==> src/rtl/alu_arb_pkg.sv <==
// Shared definitions for the two-requester ALU arbiter: opcodes, FSM encoding
// and NZCV flag bit positions.
package alu_arb_pkg;

   localparam int OP_ADD = 0;
   localparam int OP_SUB = 1;
   localparam int OP_MUL = 2;
   localparam int OP_OR  = 3;
   localparam int OP_LSL = 4;
   localparam int OP_LSR = 5;
   localparam int OP_MAX = 5;

   localparam int FLAG_N = 3;
   localparam int FLAG_Z = 2;
   localparam int FLAG_C = 1;
   localparam int FLAG_V = 0;

   typedef enum logic [1:0] {
      IDLE = 2'd0,
      EXEC = 2'd1,
      RESP = 2'd2
   } state_e;

endpackage

==> src/rtl/alu_arbiter_rr_arb2.sv <==
// Two-way round-robin grant; the requester that did not win last time has
// priority when both are valid.
module rr_arb2 (
   input  logic       clk,
   input  logic       rst,
   input  logic [1:0] req_i,
   input  logic       accept_i,
   output logic [1:0] gnt_o,
   output logic       gnt_id_o
);

   logic last_q;

   always_comb begin
      gnt_id_o = 1'b0;
      if (req_i == 2'b11)
         gnt_id_o = ~last_q;
      else if (req_i[1])
         gnt_id_o = 1'b1;
      gnt_o = {req_i[1] & gnt_id_o, req_i[0] & ~gnt_id_o};
   end

   // Reset to 1 so requester 0 wins the first contested grant.
   always_ff @(posedge clk or posedge rst) begin
      if (rst)
         last_q <= 1'b1;
      else if (accept_i)
         last_q <= gnt_id_o;
   end

endmodule

==> src/rtl/alu_arbiter.sv <==
// Shares one combinational ALU between two valid/ready requesters and keeps the
// architectural NZCV register. Optional ALU_ARB_OPCHECK_EN rejects opcodes > OP_MAX.
module alu_arbiter
   import alu_arb_pkg::*;
#(
   parameter int WIDTH   = 32,
   parameter int OPW     = 4,
   parameter int ALU_LAT = 1
) (
   input  logic             clk,
   input  logic             rst,
   input  logic             req0_valid,
   output logic             req0_ready,
   input  logic [WIDTH-1:0] req0_a,
   input  logic [WIDTH-1:0] req0_b,
   input  logic [OPW-1:0]   req0_op,
   input  logic             req0_set,
   input  logic             req1_valid,
   output logic             req1_ready,
   input  logic [WIDTH-1:0] req1_a,
   input  logic [WIDTH-1:0] req1_b,
   input  logic [OPW-1:0]   req1_op,
   input  logic             req1_set,
   output logic [WIDTH-1:0] alu_dat1,
   output logic [WIDTH-1:0] alu_dat2,
   output logic [OPW-1:0]   alu_control,
   output logic             alu_set,
   input  logic [WIDTH-1:0] alu_result,
   input  logic             alu_z,
   input  logic             alu_n,
   input  logic             alu_c,
   input  logic             alu_v,
   output logic             rsp_valid,
   input  logic             rsp_ready,
   output logic             rsp_id,
   output logic [WIDTH-1:0] rsp_result,
   output logic [3:0]       rsp_nzcv,
   output logic [3:0]       flags_nzcv,
`ifdef ALU_ARB_OPCHECK_EN
   output logic             rsp_err,
`endif
   output logic             busy
);

   localparam int            CW       = $clog2(ALU_LAT) + 1;
   localparam logic [CW-1:0] CNT_INIT = CW'(ALU_LAT - 1);

   state_e           state_q;
   logic [CW-1:0]    cnt_q;
   logic [WIDTH-1:0] alu_dat1_q, alu_dat2_q;
   logic [OPW-1:0]   alu_ctl_q;
   logic             alu_set_q;
   logic             rsp_id_q;
   logic [WIDTH-1:0] rsp_result_q;
   logic [3:0]       rsp_nzcv_q, flags_q;
`ifdef ALU_ARB_OPCHECK_EN
   logic             rsp_err_q;
`endif

   logic             idle;
   logic [1:0]       gnt;
   logic             gnt_id, accept;
   logic [WIDTH-1:0] sel_a, sel_b;
   logic [OPW-1:0]   sel_op;
   logic             sel_set;
   logic [3:0]       nzcv_in;

   assign idle = (state_q == IDLE);

   rr_arb2 u_arb (
      .clk      (clk),
      .rst      (rst),
      .req_i    ({req1_valid, req0_valid}),
      .accept_i (accept),
      .gnt_o    (gnt),
      .gnt_id_o (gnt_id)
   );

   assign req0_ready = idle & gnt[0];
   assign req1_ready = idle & gnt[1];
   assign accept     = req0_ready | req1_ready;

   assign sel_a   = gnt_id ? req1_a   : req0_a;
   assign sel_b   = gnt_id ? req1_b   : req0_b;
   assign sel_op  = gnt_id ? req1_op  : req0_op;
   assign sel_set = gnt_id ? req1_set : req0_set;

   always_comb begin
      nzcv_in         = '0;
      nzcv_in[FLAG_N] = alu_n;
      nzcv_in[FLAG_Z] = alu_z;
      nzcv_in[FLAG_C] = alu_c;
      nzcv_in[FLAG_V] = alu_v;
   end

   // ALU operand registers are deliberately not cleared after use; they only
   // change on the next accepted request.
   always_ff @(posedge clk or posedge rst) begin
      if (rst) begin
         state_q      <= IDLE;
         cnt_q        <= '0;
         alu_dat1_q   <= '0;
         alu_dat2_q   <= '0;
         alu_ctl_q    <= '0;
         alu_set_q    <= 1'b0;
         rsp_id_q     <= 1'b0;
         rsp_result_q <= '0;
         rsp_nzcv_q   <= '0;
         flags_q      <= '0;
`ifdef ALU_ARB_OPCHECK_EN
         rsp_err_q    <= 1'b0;
`endif
      end else begin
         case (state_q)
            IDLE: begin
               if (accept) begin
                  rsp_id_q <= gnt_id;
`ifdef ALU_ARB_OPCHECK_EN
                  if (sel_op > OPW'(OP_MAX)) begin
                     rsp_result_q <= '0;
                     rsp_nzcv_q   <= '0;
                     rsp_err_q    <= 1'b1;
                     state_q      <= RESP;
                  end else
`endif
                  begin
                     alu_dat1_q <= sel_a;
                     alu_dat2_q <= sel_b;
                     alu_ctl_q  <= sel_op;
                     alu_set_q  <= sel_set;
                     cnt_q      <= CNT_INIT;
                     state_q    <= EXEC;
                  end
               end
            end
            EXEC: begin
               if (cnt_q != '0) begin
                  cnt_q <= cnt_q - CW'(1);
               end else begin
                  rsp_result_q <= alu_result;
                  rsp_nzcv_q   <= nzcv_in;
                  if (alu_set_q)
                     flags_q <= nzcv_in;
`ifdef ALU_ARB_OPCHECK_EN
                  rsp_err_q    <= 1'b0;
`endif
                  state_q      <= RESP;
               end
            end
            RESP: begin
               if (rsp_ready)
                  state_q <= IDLE;
            end
            default: state_q <= IDLE;
         endcase
      end
   end

   assign alu_dat1    = alu_dat1_q;
   assign alu_dat2    = alu_dat2_q;
   assign alu_control = alu_ctl_q;
   assign alu_set     = alu_set_q;
   assign rsp_valid   = (state_q == RESP);
   assign rsp_id      = rsp_id_q;
   assign rsp_result  = rsp_result_q;
   assign rsp_nzcv    = rsp_nzcv_q;
   assign flags_nzcv  = flags_q;
   assign busy        = ~idle;
`ifdef ALU_ARB_OPCHECK_EN
   assign rsp_err     = rsp_err_q;
`endif

endmodule

==> config.mk <==
export PLATFORM = sky130hd
export DESIGN_NAME = alu_arbiter
export DESIGN_NICKNAME = d
export VERILOG_FILES = /design/src/rtl/alu_arb_pkg.sv /design/src/rtl/alu_arbiter_rr_arb2.sv /design/src/rtl/alu_arbiter.sv
export SDC_FILE = /design/constraint.sdc
export NUM_CORES = 1
export LEC_CHECK = 0
export CORE_ASPECT_RATIO = 0.5
export CORE_MARGIN = 2
export CORE_UTILIZATION = 43
export CTS_CLUSTER_SIZE = 28
export DETAILED_ROUTE_END_ITERATION = 10
export PLACE_DENSITY = 0.91
export SLEW_MARGIN = 20
export SYNTH_ARGS = -nofsm -noshare
export SYNTH_HDL_FRONTEND = slang
export SYNTH_SLANG_ARGS = --single-unit
==> constraint.sdc <==
create_clock -name clk -period 10.01 [get_ports clk]
set_input_delay 2.002 -clock clk [delete_from_list [all_inputs] [get_ports clk]]
set_output_delay 2.002 -clock clk [all_outputs]
set_load 0.03 [all_outputs]
# Word level (Yosys, flattened, before mapping)
# Cells that the tools add are included.
dict set report classes {
  n_addsub 1
  n_reduce_logical 7
  bitwise 9
  n_eq_ne 6
  mux 13
}
# cell n
set ops {}
lappend ops {{two-way mux 32 bit} 2}
lappend ops {{two-way mux 2 bit} 3}
lappend ops {{case mux 2 bit (3 select lines)} 1}
lappend ops {{AND reduction 2 bit} 3}
lappend ops {{AND reduction 3 bit} 2}
lappend ops {{two-way mux 1 bit} 5}
lappend ops {{AND 1 bit} 4}
lappend ops {{== test 2 bit, second input constant} 2}
lappend ops {{two-way mux 4 bit} 1}
lappend ops {{!= test 2 x 1 -> 1 bit, second input constant} 2}
lappend ops {{NOT 1 bit} 4}
lappend ops {{== test 2 x 1 -> 1 bit, second input constant} 1}
lappend ops {{logical NOT 2 bit} 1}
lappend ops {{!= test 2 bit, second input constant} 1}
lappend ops {{case mux 1 bit (2 select lines)} 1}
lappend ops {{nonzero test 2 bit} 1}
lappend ops {{bitwise OR 1 bit} 1}
lappend ops {{subtractor 1 bit, second input constant} 1}
dict set report totals {
  wordCells 47
  out_inout_bits 114
  ff_bits 114
}

# Depth between registers and ports, before layout
dict set report depth {
  depth_word 8
  depth_mapped 5
  ltp_nobuf 3
}

# Cells and area by module
# Synthesis repeated with hierarchy kept, for this count alone.
dict set report hier_totals {
  cells_unflattened 330
  area_unflattened_um2 5519.0
}
# module area_each_um2 cells_per_inst n_inst
set by_module_without_submodules {}
lappend by_module_without_submodules {alu_arbiter 5444.0 323 1}
lappend by_module_without_submodules {rr_arb2 75.1 7 1}

# Worst setup path after synthesis
# OpenSTA, ideal clock, no wires.
dict set report synth_timing {
  kind {input-to-output}
  start {input port req1_valid}
  end {output port req1_ready}
  setup_slack_ns 4.812
  path_buffers 2
  stages 4
  t_arrival_ns 3.196
  path_cell_list {a21bo_1 buf_6 buf_6 nor3_1}
}
dict set report synth_via {
  elab_chain_cells 4
}
# item line
set synth_rtl {}
lappend synth_rtl {{start, declared} alu_arbiter.sv:18} ;# input logic req1_valid,
lappend synth_rtl {{== test 2 bit or two-way mux 1 bit (tied branches)} {alu_arbiter_rr_arb2.sv:16, alu_arbiter_rr_arb2.sv:18}}
lappend synth_rtl {{two-way mux 1 bit} alu_arbiter_rr_arb2.sv:16} ;# if (req_i == 2'b11)
lappend synth_rtl {{AND 1 bit (*)} alu_arbiter_rr_arb2.sv:20} ;# gnt_o = {req_i[1] & gnt_id_o, req_i[0] & ~gnt_id_o};
lappend synth_rtl {{AND 1 bit (*)} alu_arbiter.sv:80} ;# assign req1_ready = idle & gnt[1];
lappend synth_rtl {{end, declared} alu_arbiter.sv:19} ;# output logic req1_ready,
# Mark *: on every way between the ends. The rest lies on a longest branch, timed or not.

# Worst setup path after layout
dict set report layout_timing {
  start {input port req0_valid}
  end {output port req0_ready}
}
dict set report layout_via {
  elab_chain_cells 5
}
# item line
set layout_rtl {}
lappend layout_rtl {{start, declared} alu_arbiter.sv:12} ;# input logic req0_valid,
lappend layout_rtl {{== test 2 bit} alu_arbiter_rr_arb2.sv:16}
lappend layout_rtl {{two-way mux 1 bit} alu_arbiter_rr_arb2.sv:16}
lappend layout_rtl {{NOT 1 bit} alu_arbiter_rr_arb2.sv:20}
lappend layout_rtl {{AND 1 bit (*)} alu_arbiter_rr_arb2.sv:20}
lappend layout_rtl {{AND 1 bit (*)} alu_arbiter.sv:79} ;# assign req0_ready = idle & gnt[0];
lappend layout_rtl {{end, declared} alu_arbiter.sv:13} ;# output logic req0_ready,
# Marks and branches as above.

==> impl_results.md <==
- Most frequent cells in the layout: 292 x clkdlybuf4s50_1, 136 x mux2_4, 112 x dfrtp_1
- Fin crit share: 60.8%
- Crit path max fanout: 32
- Crit start category: input port
- Layout Nets: 800
- Post-synthesis mux area share: 44.7%
- Skew-Pair Late Insertion Delay: 0.39 ns
- Via density: 4.75
- Max stage delay on crit path: 0.67 ns
- Initial antenna violation count: 0
- Fin. Hold Viols: 0
- Hold Path Depth: 1
- Largest family of logic cells by synthesized area: multiplexers
- Post-synthesis compound-gate area fraction: 0.734%
- Least-Margin Pin Slew: 0.896 ns
- First-pass GRT wire length: 23.6 mm
- Layout cells sized above 1: 34.2%
- Cells on worst reg2reg path: 4
- Clock Tree Root: clkbuf_16
- Max frequency: 164 MHz
- Run status: finished clean
- R2r setup slk: 7.45 ns
- TritonCTS clock tree: done
- Gpl congestion: 0.800
- Synth Area in XOR/XNOR: 0%
- Worst path top cell family by delay: buffers and inverters
- Std-Cell Rows: 29
- Final setup viols: 0
- Top Ports: 293
- Setup TNS: 0 ns
- Post_cts resized: 0
- IO buf count: 292
- Register bit total from synthesis: 113
- Worst path cell trace: clkdlybuf4s50_1 > a21bo_4 > and3_1 > clkdlybuf4s50_1
- Diodes inserted: 0
- TritonCTS buffer count: 17
- Worst path bufs/invs: 2
- Syn Area/Cell: 17.2 µm²
- Iter 0 DRT Violations: 194
- DRT antenna net count: 0
- Max_cap viols: 0
- Reg2reg start: state_q[0]
- CP required: 8.01 ns
- Register area share after synthesis: 50.3%
- Worst relative slew slack: 40.3%
- Slowest CP cell: clkdlybuf4s50_1
- Core area: 12700 µm²
- Drt wl/cell: 19.0 µm
- DP HPWL: 11.7 mm
- Total track usage: 21.8%
- Routed WL: 15.3 mm
- Inst Count DP: 772
- CP Capture Type: primary output
- Minimum clock period: 6.09 ns
- Most common cell after layout, fill and taps aside: clkdlybuf4s50_1
- Synthesis warning total: 0
- Peak supply drop: 0.174 mV
- Post-synth cell types: 21
- DIE AREA: 14100 µm²
- Unrepaired setup endpoints after global routing: false
- WHS Endpoint: rsp_id
- Vias in the first global route: 4239
- Pre-Repair DR Iteration Count: 4
- Pwr dens: 347 nW/µm²
- Chip Height: 84.9 µm
- Area delta synth->final: 64.0%
- Classification of the worst-slack hold path: reg2reg
- Drc violations: 0
- CP dominant cell by count: clkdlybuf4s50_1
- Htree depth: 4
- Critical Path AT: 4.08 ns
- Cell count after synthesis: 327
- Setup Buffers After CTS: 0
- Synthesized cell area: 5630 µm²
- Synth Net Count: 506
- Worst Path Class, Setup: in2out
- Post-Synth Simple-Gate Area: 0.689%
- R2R Path End: alu_control[0]
- DR vias: 3815
- Clk buf depth: 2
- Clk sinks: 113
- Global route total overflow: 0
- Hold_sp: rsp_id
- Max Transition Viols Final: 0
- Clock skew: 0.00797 ns
- Reg clk slew, reported paths: 0.05 ns
- Starting density of the core: 44.2%
- Leakage: 4.11 nW
- Hold buffers post-CTS: 0
- Pin count of the biggest net entering global routing: 83
- Chip Width: 166 µm
- Post-Layout Cell Count: 804
- Post-synthesis adder-cell area fraction: 0%
## worst max-delay path by stage
stage	from	end	slack [ns]	cells past startpoint
2_1_floorplan	req1_valid	req1_ready	4.81	4
3_3_place_gp	req0_valid	req0_ready	3.96	4
3_5_place_dp	req0_valid	req0_ready	3.92	4
4_1_cts	req0_valid	req0_ready	3.92	4
5_1_grt	req0_valid	req0_ready	3.83	4
6_report	req0_valid	req0_ready	3.92	4
## per-layer routing
layer / vias up / wire length, µm / track usage, %
li1: 1755 / - / -
met1: 1929 / 6020 / 25.1
met2: 111 / 8410 / 40.8
met3: 20 / 533 / 4.99
met4: 0 / 327 / 6.80
met5: - / 0 / 0
## flip-flops by register name, indices dropped and copies added (netlist names)
name	count
alu_control	4
rsp_result	32
u_arb.last_q	1
alu_dat2	32
alu_dat1	32
rsp_nzcv	4
alu_set	1
rsp_id	1
flags_nzcv	4
state_q	2
## cell families (layout without fill, tap and decap cells)
logic type             count (synthesis)  in the layout
muxes                                178            178
buffers and inverters                 23            330
DFF                                  113            113
and+or+nand+nor                        7              7
AOI/OAI and AO/OA                      6              6
## cell usage after synthesis
master    instances  area [µm²]
a21bo_1           1        10.0
mux2_4          136        2040
nand2_1           1        3.75
buf_8             6        90.1
dfrtp_1         112        2800
buf_2             4        20.0
nand2b_1          2        12.5
a21oi_1           1        5.00
nor2_1            1        3.75
nor3_1            1        5.00
dfstp_2           1        26.3
and3_1            1        6.26
nand3b_1          1        7.51
buf_4             8        60.1
o21ai_0           1        5.00
mux2_2           42         473
inv_1             3        11.3
buf_6             2        22.5
a31oi_1           1        6.26
a21o_1            1        7.51
o21a_1            1        7.51
## stage by stage
| stage | area (µm²) | setup WS [ns] | hold WS [ns] | util [%] | power (mW) |
|---|---|---|---|---|---|
| 6_report | 9230 | 3.92 | 0.480 | 72.5 | 3.20 |
| 5_1_grt | 9230 | 3.83 | 0.510 | 72.5 | 3.34 |
| 4_1_cts | 9230 | 3.92 | 0.483 | 72.4 | 3.23 |
| 3_5_place_dp | 8610 | 3.92 | 0.471 | 67.6 | 2.60 |
| 3_3_place_gp | 8610 | 3.96 | 0.467 | 67.6 | 2.56 |
| 2_1_floorplan | 5630 | 4.81 | 0.505 | - | 1.94 |
## final cells by class
class,instances,area (µm²)
fill,892,3510
timing repair buffer,295,2950
sequential,113,2830
multi-input combinational,191,2610
clock buffer,20,457
tap,170,213
clock inverter,12,156
inverter,3,13.8
## where the power goes
part	internal, mW	total [mW]	switching, mW	leakage [nW]
Combinational	0.899	1.75	0.852	2.50
Sequential	0.699	0.834	0.135	1.32
Clock	0.406	0.618	0.212	0.289
Total	2.00	3.20	1.20	4.11
No activity file was read; power rests on OpenSTA's default activity.
==> edit, RTL diff (config.mk and constraints unchanged) <==
`OPW`: 4 -> 8.
--- a/src/rtl/alu_arbiter.sv
+++ b/src/rtl/alu_arbiter.sv
@@ -6,3 +6,3 @@
    parameter int WIDTH   = 32,
-   parameter int OPW     = 4,
+   parameter int OPW     = 8,
    parameter int ALU_LAT = 1
Ports: changed (resized alu_control, req0_op and req1_op); port bits go from 293 to 305. No check against the original RTL was run, so the function may have changed too.
==> edit against the unedited design <==
Count of clock-buffer cells in the layout decreased by 3. Sequential cell count rose by 4. Total power down 3.9%. Register-to-register slack worse by 0.09 ns. Worst hold slack gained 0.0096 ns. Final area shrank 0.92%. Final cell count is 2.9% higher. First-iteration DRC count down 6.7%. Area after synthesis fell by 3.2%. Combinational power decreased by 5%. Worst setup slack worse by 0.75 ns. Routed wire length is 0.21% lower. Critical endpoint unchanged. Largest cell class unchanged. Largest power group unchanged. Highest routed layer unchanged.
==> edit: results (changes against the unedited design) <==
outcome finished clean; cells taking the most area after synthesis dfrtp_1 53%, mux2_2 29%, mux2_4 13%, buf_6 1.2%, buf_4 0.96%; Seq/Total Area, Yosys 53.7% (+3.5 points); top post-synthesis cells by count 138 x mux2_2, 116 x dfrtp_1, 48 x mux2_4, 7 x buf_2, 7 x buf_4; P_leak 3.85 nW (-6.3%); CTS Buffer Depth 2 (unchanged); reg2reg path depth 4 (unchanged); slew at the pin with the worst max-slew slack 1.04 ns (+0.147 ns); launch point of the worst reg-to-reg path u_arb.last_q; Layout Skew 0.00759 ns (-0.000379 ns); Layout Nets 831 (+3.9%); ANT cells 0 (unchanged); clk root buf clkbuf_16; reg2reg end alu_dat1[16]; clock-pin slew on the worst setup and hold paths 0.06 ns; PortBufs 304 (+4.1%); drt drc 0 (unchanged); violation count after the first detailed-route iteration 181 (-6.7%); layout cell share with drive strength beyond 1 34.2% (about the same); largest net degree at the start of global routing 75 (-9.6%); R2R Setup Slk 7.36 ns (-0.09 ns); Fillers 843 (-5.5%); first-pass iteration count of the detailed router 4 (unchanged); Vias/cell 4.78 (+0.71%); Setup Buffers After CTS 0 (unchanged); DPL Wire Length 11800 um (+1.2%); Synth cell types 20 (-4.8%); Post-CTS Resized 0 (unchanged); Final GP Congestion 0.821 (+2.5%); Post-Route WL 15300 um (-0.21%); Peak VDD IR 0.184 mV (+6.0%); clock latency on the worst-skew pair 0.40 ns; arrival time worst endpoint 4.84 ns (+0.76 ns); H-tree levels 4 (unchanged); CTS Buf Count 17 (unchanged); vias in the first global route 4351 (+2.6%); crit path max fanout 39 (+22%); initial antenna violation count 0 (unchanged); syn nets 526 (+4.0%); gr usage total 22.8% (+1.0 points); global-route wire length before repair 23700 um (+0.58%); Internal 1.88 mW (-6.3%)
## edit: changes by cell type after synthesis, sizes merged
| cell | unedited run | this run |
|---|---|---|
| mux2 | 178 | 186 |
| dfrtp | 112 | 116 |
## edit: cells by family after synthesis
family	Yosys count	synth area share, %
buf+inv	23	3.05
simple gates	7	0.712
flops	117	53.7
compound gates	6	0.758
mux	186	41.7
## edit: metrics by stage
| step | power, mW | setup WS (ns) | area, um^2 | std cells | hold slack, ns |
|---|---|---|---|---|---|
| global placement | 2.49 | 3.26 | 8580 | 795 | 0.465 |
| floorplan | 1.86 | 4.79 | 5450 | 339 | 0.505 |
| detailed placement | 2.54 | 3.17 | 8580 | 795 | 0.475 |
| finish | 3.08 | 3.17 | 9140 | 827 | 0.490 |
| global route | 3.22 | 3.02 | 9140 | 827 | 0.511 |
| CTS | 3.11 | 3.17 | 9140 | 827 | 0.489 |
## edit: area by class of cell
type | count | area, um^2 | area share (%)
inverter | 3 | 13.8 | 0.151
clock buffer | 17 | 425 | 4.65
clock inverter | 15 | 134 | 1.46
tap | 170 | 213 | 2.33
sequential | 117 | 2930 | 32.0
multi-input combinational | 199 | 2370 | 25.9
timing repair buffer | 306 | 3060 | 33.4
## edit: routing by layer
metal	vias to the layer above	wire (um)	global-route usage [%]
li1	1838	-	-
met4	0	276	6.52
met1	1975	5960	25.8
met3	26	702	5.17
met2	113	8320	42.9
met5	-	0	0
## edit: critical path: stages
cell and delay, ns:
clkdlybuf4s50_1 0.58, a21bo_4 0.62, buf_4 0.63, and3_1 0.25, clkdlybuf4s50_1 0.67
## edit: power groups by stage
stage	Clock (mW)	Sequential, mW	Combinational (mW)
final	0.563	0.850	1.67
after global routing	0.603	0.881	1.73
after CTS	0.575	0.852	1.68
after detailed placement	0	0.858	1.68
after global placement	0	0.840	1.65
after floorplan	0	1.32	0.534
